File: config.mk
export PLATFORM = sky130hd
export DESIGN_NAME = kftvga_text_video_engine
export DESIGN_NICKNAME = d
export VERILOG_FILES = /design/src/rtl/kftvga_text_video_engine.sv
export SDC_FILE = /design/constraint.sdc
export NUM_CORES = 1
export LEC_CHECK = 0
export ABC_AREA = 1
export BUFFER_PORTS_ARGS = -buffer_cell sky130_fd_sc_hd__buf_2
export CELL_PAD_IN_SITES_DETAIL_PLACEMENT = 2
export CELL_PAD_IN_SITES_GLOBAL_PLACEMENT = 2
export CORE_MARGIN = 8
export CORE_UTILIZATION = 30
export CTS_CLUSTER_SIZE = 14
export DETAILED_ROUTE_END_ITERATION = 6
export HOLD_SLACK_MARGIN = 0.12
export PLACE_DENSITY_LB_ADDON = 0.15
export SYNTH_ARGS = -nofsm -noshare
export SYNTH_HDL_FRONTEND = slang
export SYNTH_SLANG_ARGS = --single-unit
File: constraint.sdc
create_clock -name video_clock -period 2.4 [get_ports video_clock]
set_input_delay 0 -clock video_clock [delete_from_list [all_inputs] [get_ports video_clock]]
set_output_delay 0 -clock video_clock [all_outputs]
set_load 0.02 [all_outputs]
File: src/rtl/kftvga_text_video_engine.sv
// kftvga_text_video_engine: parametrised text-mode VGA engine with pipelined VRAM fetch, border, cursor and blink
// Ports:
//   video_clock, reset                 pixel clock, asynchronous active-high reset
//   vram_address, char_line_number     cell address (row*COLS+col) and glyph line, 0 outside the text area
//   char_line_data, char_color_data    glyph bits (MSB leftmost) and attribute, VRAM_LATENCY cycles after address
//   cursor_*                           cursor enable, cell position and glyph line range
//   border_color                       palette index for active pixels outside the text area
//   video_h_sync, video_v_sync         syncs, aligned with the pixel pipeline
//   video_de, frame_start              active-video enable, pulse at first active pixel of a frame
//   video_r, video_g, video_b          12-bit colour
module kftvga_text_video_engine #(
    parameter int H_ACTIVE     = 640,
    parameter int H_FP         = 16,
    parameter int H_SYNC       = 96,
    parameter int H_BP         = 48,
    parameter int V_ACTIVE     = 400,
    parameter int V_FP         = 12,
    parameter int V_SYNC       = 2,
    parameter int V_BP         = 35,
    parameter int H_SYNC_POL   = 0,
    parameter int V_SYNC_POL   = 1,
    parameter int CHAR_W       = 8,
    parameter int CHAR_H       = 16,
    parameter int COLS         = 80,
    parameter int ROWS         = 25,
    parameter int ADDR_W       = 13,
    parameter int VRAM_LATENCY = 1,
    parameter int BLINK_EN     = 1
) (
    input  logic                      video_clock,
    input  logic                      reset,
    output logic [ADDR_W-1:0]         vram_address,
    output logic [$clog2(CHAR_H)-1:0] char_line_number,
    input  logic [CHAR_W-1:0]         char_line_data,
    input  logic [7:0]                char_color_data,
    input  logic                      cursor_enable,
    input  logic [7:0]                cursor_col,
    input  logic [7:0]                cursor_row,
    input  logic [$clog2(CHAR_H)-1:0] cursor_start,
    input  logic [$clog2(CHAR_H)-1:0] cursor_end,
    input  logic [3:0]                border_color,
    output logic                      video_h_sync,
    output logic                      video_v_sync,
    output logic                      video_de,
    output logic                      frame_start,
    output logic [3:0]                video_r,
    output logic [3:0]                video_g,
    output logic [3:0]                video_b
);
    localparam int H_TOTAL = H_ACTIVE + H_FP + H_SYNC + H_BP;
    localparam int V_TOTAL = V_ACTIVE + V_FP + V_SYNC + V_BP;
    localparam int HW = $clog2(H_TOTAL);
    localparam int VW = $clog2(V_TOTAL);
    localparam int LW = $clog2(CHAR_H);
    localparam int DW = CHAR_W > 1 ? $clog2(CHAR_W) : 1;
    localparam logic HPOL = 1'(H_SYNC_POL);
    localparam logic VPOL = 1'(V_SYNC_POL);
    localparam logic [11:0] PAL [16] = '{
        12'h000, 12'h008, 12'h080, 12'h088, 12'h800, 12'h808, 12'h880, 12'hCCC,
        12'h888, 12'h00F, 12'h0F0, 12'h0FF, 12'hF00, 12'hF0F, 12'hFF0, 12'hFFF
    };

    typedef struct packed {
        logic          blink;
        logic          fs;
        logic          vs;
        logic          hs;
        logic          cur;
        logic          txt;
        logic          act;
        logic [DW-1:0] dot;
    } stage_t;

    logic [HW-1:0] h;
    logic [VW-1:0] v;
    logic [5:0]    frame_cnt;
    logic [31:0]   hx, vx, col, row, line;
    logic          act, txt, cur, fg_bit, fg_on;
    logic [3:0]    bg, idx;
    logic [11:0]   rgb_n;
    stage_t        s0, p;
    stage_t        pipe [VRAM_LATENCY];

    assign hx   = 32'(h);
    assign vx   = 32'(v);
    assign col  = hx / CHAR_W;
    assign row  = vx / CHAR_H;
    assign line = vx % CHAR_H;
    assign act  = hx < H_ACTIVE && vx < V_ACTIVE;
    assign txt  = act && col < COLS && row < ROWS;
    assign cur  = txt && cursor_enable && !frame_cnt[4] && col == 32'(cursor_col) && row == 32'(cursor_row)
                  && line >= 32'(cursor_start) && line <= 32'(cursor_end);
    assign vram_address     = txt ? ADDR_W'(row * COLS + col) : '0;
    assign char_line_number = txt ? LW'(line) : '0;
    assign s0 = {frame_cnt[5], hx == 0 && vx == 0,
                 vx >= V_ACTIVE + V_FP && vx < V_ACTIVE + V_FP + V_SYNC,
                 hx >= H_ACTIVE + H_FP && hx < H_ACTIVE + H_FP + H_SYNC,
                 cur, txt, act, DW'(hx % CHAR_W)};

    always_ff @(posedge video_clock or posedge reset)
        if (reset) begin
            h         <= '0;
            v         <= '0;
            frame_cnt <= '0;
        end else begin
            h <= hx == H_TOTAL - 1 ? '0 : h + 1'b1;
            if (hx == H_TOTAL - 1) begin
                v <= vx == V_TOTAL - 1 ? '0 : v + 1'b1;
                if (vx == V_TOTAL - 1) frame_cnt <= frame_cnt + 1'b1;
            end
        end

    // Flags travel alongside the VRAM request so they line up with the returned data.
    always_ff @(posedge video_clock or posedge reset)
        if (reset) begin
            for (int i = 0; i < VRAM_LATENCY; i++) pipe[i] <= '0;
        end else begin
            pipe[0] <= s0;
            for (int i = 1; i < VRAM_LATENCY; i++) pipe[i] <= pipe[i-1];
        end

    assign p      = pipe[VRAM_LATENCY-1];
    assign fg_bit = char_line_data[DW'(CHAR_W - 1) - p.dot];
    // The cursor overrides blink so it stays visible on blinking cells.
    assign fg_on  = p.cur || (fg_bit && !(BLINK_EN != 0 && char_color_data[7] && p.blink));
    assign bg     = BLINK_EN != 0 ? {1'b0, char_color_data[6:4]} : char_color_data[7:4];
    assign idx    = fg_on ? char_color_data[3:0] : bg;
    assign rgb_n  = !p.act ? 12'h000 : PAL[p.txt ? idx : border_color];

    always_ff @(posedge video_clock or posedge reset)
        if (reset) begin
            video_h_sync                  <= ~HPOL;
            video_v_sync                  <= ~VPOL;
            video_de                      <= 1'b0;
            frame_start                   <= 1'b0;
            {video_r, video_g, video_b}   <= '0;
        end else begin
            video_h_sync                  <= p.hs ? HPOL : ~HPOL;
            video_v_sync                  <= p.vs ? VPOL : ~VPOL;
            video_de                      <= p.act;
            frame_start                   <= p.fs;
            {video_r, video_g, video_b}   <= rgb_n;
        end
endmodule

* After elaboration in Yosys (flattened, before gate mapping)
Memories as Yosys holds them, arrays and structs flattened.
Index checks and enable logic that the tools add are counted.
** Word-level totals
- Flip-flop bits (word level) :: 51
- Latch bits :: 0
- Memory bits (writable) :: 0
- Memory bits (read-only) :: 192
- Input bits :: 47
- Output and inout bits :: 33
- Logic and storage cells :: 75
- Memories kept :: 1
** Memories
- (name not given) :: words 16, bits a word 12, rd ports 1, clocked after memory_dff 0, wr ports 0, RTL line 128 : assign rgb_n = !p.act ? 12'h000 : PAL[p.txt ? idx : border_color];
** Operators by class
- $add $sub $neg :: 5
- Multiply operators :: 1
- Div/mod/pow operators :: 0
- Magnitude comparators :: 12
- Eq/ne operators :: 4
- Shift-type cells :: 0
- Multiplexer cells :: 13
- Bitwise operators :: 1
- Reduce and logical (&&, ||, !) cells :: 20
** Operators with widths (number)
- 32-bit logical NOT :: 2
- 12-bit two-way mux :: 3
- 10-bit less-than comparator (second input constant) :: 2
- 9-bit less-than comparator (second input constant) :: 2
- 1-bit logical AND :: 14
- 12-bit by 7-bit adder with 13-bit output :: 1
- 13-bit two-way mux :: 1
- 4-bit two-way mux :: 3
- 10-bit by 1-bit adder with 10-bit output (second input constant) :: 1
- 10-bit equality test (second input constant) :: 1
- 10-bit >= comparator (second input constant) :: 1
- 10-bit two-way mux :: 1
- 9-bit by 1-bit adder with 9-bit output (second input constant) :: 1
- 9-bit equality test (second input constant) :: 1
- 9-bit >= comparator (second input constant) :: 1
- 9-bit two-way mux :: 1
- 5-bit by 8-bit equality test with 1-bit output :: 1
- 7-bit by 8-bit equality test with 1-bit output :: 1
- 5-bit by 3-bit multiplier with 8-bit output (second input constant) :: 1
- 7-bit less-than comparator (second input constant) :: 1
- 6-bit by 1-bit adder with 6-bit output (second input constant) :: 1
- 5-bit >= comparator (second input constant) :: 1
- 5-bit less-than comparator (second input constant) :: 1
- 4-bit NOT with 5-bit output :: 1
- other kinds (9) :: 12

* Logic depth before layout (Yosys ltp)
- Depth in word-level cells :: 12
- Gate-level depth with buffers :: 13
- Mapped depth without buffers :: 13

* Worst setup path after synthesis
No wires, ideal clock.
- Path type :: flip-flop to output port
- From :: register v[5]
- To :: output port vram_address[10]
- Data arrival time :: 2078 ps
- Data required time :: 2400 ps
- Setup slack :: 322 ps
- Stages on the path, launching flop included :: 8
- Buffers on the path :: 0
- Path through :: dfrtp_1 ha_1 ha_1 fa_1 xor2_1 nand2_1 xor2_1 nor2_1
** Between the ends
- Word-level cells in the longest chain between the ends :: 5
- Elaborated cells between the ends (all ways) :: 8
- Those cells by class :: 1 x add/sub; 1 x mul; 2 x order compare; 1 x mux; 3 x reduce/logical
** RTL lines
- start, declared :: RTL line 75 : logic [VW-1:0] v;
- start signal, assigned :: RTL line 108 : v <= vx == V_TOTAL - 1 ? '0 : v + 1'b1;
- branches (longest 4 deep; another with 12-bit by 7-bit adder with 13-bit output)
- 13-bit two-way mux (*) :: RTL line 93 : assign vram_address = txt ? ADDR_W'(row * COLS + col) : '0;
- end, declared :: RTL line 32 : output logic [ADDR_W-1:0] vram_address,
Mark *: on every way between the ends.

* Worst setup path after layout
- From :: register v[6]
- To :: output port vram_address[11]
Same word-level chain as after synthesis.

==> out/qor.yml <==
synthesis:
  synth_top_flop_cell: "dfrtp_1"
  yosysWarningCount: 0
  synth-edff-count: 0
  ys_types: 38
  synthesis.nets: 444
  synth_seq_cells: 48
  yosysTopAreaCell: "dfrtp_1"
  syn_inst: 373
  syn-cell-area_sq_um: 3050
  ys_top_cells_by_area: "dfrtp_1, ha_1, inv_1, nand2_1, nor2_1"
  async_flop_share: 1.00
  synth_seq_area_share: 0.395
  syn_area_per_cell_sq_um: 8.17
  yosysTopAreaCellShare: 0.386
cts:
  htreeDepth: 2
  path_clk_slew_ns: 0.10
  cts.sinks: 48
  cts_tree: "built"
  cts.path.max_buffers: 2
  cts_buffers: 5
  clk_latency_ns: 0.31
  clock-root-buffer: "clkbuf_8"
place:
  port_buffers: 78
  place_hpwl_microns: 8260
  placed_cell_area_sq_um: 3600
  place_congestion: 0.790
  dp.cells: 583
drt:
  vias_per_cell: 4.74
  ant_nets: 0
  drtIter0Drc: 86
  detail_route.first_pass.iterations: 4
  wirelength_microns: 10700
  num_vias: 2902
  wire_per_inst_microns: 17.5
  drc: 0
critical_path:
  rrSetupSlack_ns: 0.22
  endpoint: "vram_address[11]"
  r2r_start: "v[5]$_DFFE_PP0N_"
  path_max_fanout: 4
  startpoint: "v[6]$_DFFE_PP0N_"
  required_ns: 2.40
  endpoint_kind: "output port"
  worstPathArrival_ns: 2.35
  startpoint_type: "register"
  path_class: "reg -> out"
  reg2reg_depth: 6
  worstReg2RegEnd: "p[5]$_DFF_PP0_"
timing:
  final.setup_skew_ns: 0.00294
  slew_viol_final: 0
  setup_tns_ns: 0
  post-route-min-period_ns: 2.35
  fmax_mhz: 426
  finalHoldViolations: 0
  slew_headroom: 0.538
  worst_slew_pin_slew_ns: 0.688
  rsz0062_at_grt: "true"
  period_share: 0.978
  setup_viol: 0
floorplan:
  row_count: 36
  die_y_microns: 117
  die_area_sq_um: 13600
  die_x_microns: 117
  start_util: 0.310
  core_region_area_sq_um: 9820
  ioPinCount: 80
power:
  power_density_nw_per_um2: 403
  power.leakage_uw: 0.00211
  worst_ir_drop_vdd_uv: 247
finish:
  nets: 549
  stdcell_count: 612
  fill_cells: 1164
  drive_gt1_frac: 0.322
  diodes: 0
  layout_commonest_cell: "buf_2"
  finalInstanceArea_sq_um: 4010
  final_cell_mix: "buf_2, inv_1, nand2_1"
  syn_to_final_growth_pct: 31.7
global_route:
  grt_max_degree: 38
  grt_pass1_wl_microns: 16600
  antenna_found_initial: 0
  gr-total-overflow: 0
  grt_pass1_vias: 3277
  grt_usage: 0.156
job:
  max_cap_viol_count: 0
worst_hold_path:
  hp-class: "in -> reg"
  worstHoldStart: "border_color[2]"
run_status:
  run_status: "complete, no violations"
==> state kept, by name (all words and copies together), names as in the netlist <==
| name | flops |
|---|---|
| v | 9 |
| video_g | 3 |
| video_de | 1 |
| p | 10 |
| h | 10 |
| frame_start | 1 |
| video_v_sync | 1 |
| video_h_sync | 1 |
| video_r | 3 |
| frame_cnt | 6 |
| video_b | 3 |
==> layout make-up <==
| type | count | area, sq um | share of cell area |
|---|---|---|---|
| Clock inverter | 3 | 46.3 | 0.0115 |
| Multi-Input combinational cell | 250 | 1640 | 0.409 |
| Sequential cell | 48 | 1210 | 0.301 |
| Tap cell | 133 | 166 | 0.0415 |
| Clock buffer | 5 | 68.8 | 0.0171 |
| Timing Repair Buffer | 104 | 626 | 0.156 |
| Inverter | 69 | 259 | 0.0645 |
==> through the flow <==
| step | power (uW) | hold WS [ns] | setup slack (ns) | util |
|---|---|---|---|---|
| after detailed placement | 994 | -0.0401 | 0.196 | 0.367 |
| after CTS | 1630 | 0.124 | 0.00357 | 0.400 |
| after global placement | 987 | -0.0492 | 0.267 | 0.367 |
| final | 1620 | 0.122 | 0.0524 | 0.409 |
| after floorplan | 922 | 0.195 | 0.322 | - |
| after global routing | 1680 | 0.144 | -0.129 | 0.409 |
==> layer usage <==
metal,vias up,GRT usage,wire [microns]
li1,1402,-,-
met1,1446,0.181,4500
met2,47,0.295,5680
met3,7,0.0251,459
met4,0,0.0307,63
met5,-,0,0
==> power by group <==
group          leakage (uW)  internal [uW]  switching (uW)
Clock             0.0000548            315             309
Sequential         0.000621            819            3.11
Combinational       0.00144           73.6            97.7
Total               0.00211           1210             410
==> how the worst min path moves through the flow <==
stage,end,slack (ns),cells past startpoint
3_3_place_gp,video_g[3]$_DFF_PP0_,-0.05,2
2_1_floorplan,p[5]$_DFF_PP0_,0.20,3
3_5_place_dp,video_r[2]$_DFF_PP0_,-0.04,2
4_1_cts,video_r[1]$_DFF_PP0_,0.12,4
6_report,video_r[1]$_DFF_PP0_,0.12,4
5_1_grt,video_r[1]$_DFF_PP0_,0.14,4
==> what timing repair did <==
| action | in CTS | in global routing |
|---|---|---|
| hold buffers | 14 | 0 |
| setup endpoints to repair | 3 | 5 |
| pin swaps | 3 | 2 |
| setup buffers | 7 | 0 |
| hold endpoints to repair | 54 | 0 |
| gates resized for setup | 6 | 16 |
==> critical path, stage by stage (launching register included) <==
cell	delay, ns
dfrtp_2	0.48
ha_4	0.29
ha_4	0.20
a21oi_2	0.14
inv_1	0.06
a31oi_2	0.20
nor2_1	0.07
inv_1	0.09
nor2_2	0.05
nand2_1	0.05
inv_1	0.06
a21oi_2	0.12
nor2_1	0.05
buf_4	0.18
==> synthesized netlist by cell type, drive strengths merged (5+ instances only) <==
master and instances:
ha 22, nor4 6, nand3 28, o21ai 17
nor3 5, inv 69, nand2 60, nor2 56
a21oi 16, xor2 11, buf 6, nand4 9
dfrtp 47
==> logic make-up after synthesis <==
| group | after synthesis | share of synthesized area |
|---|---|---|
| compound gates | 46 | 0.0961 |
| xor+xnor | 13 | 0.0374 |
| fa+ha+maj | 24 | 0.103 |
| buf+inv | 75 | 0.0981 |
| flops | 48 | 0.395 |
| other cells | 1 | 0.00123 |
| simple gates | 166 | 0.269 |
No activity file was read; power rests on OpenSTA's default activity.
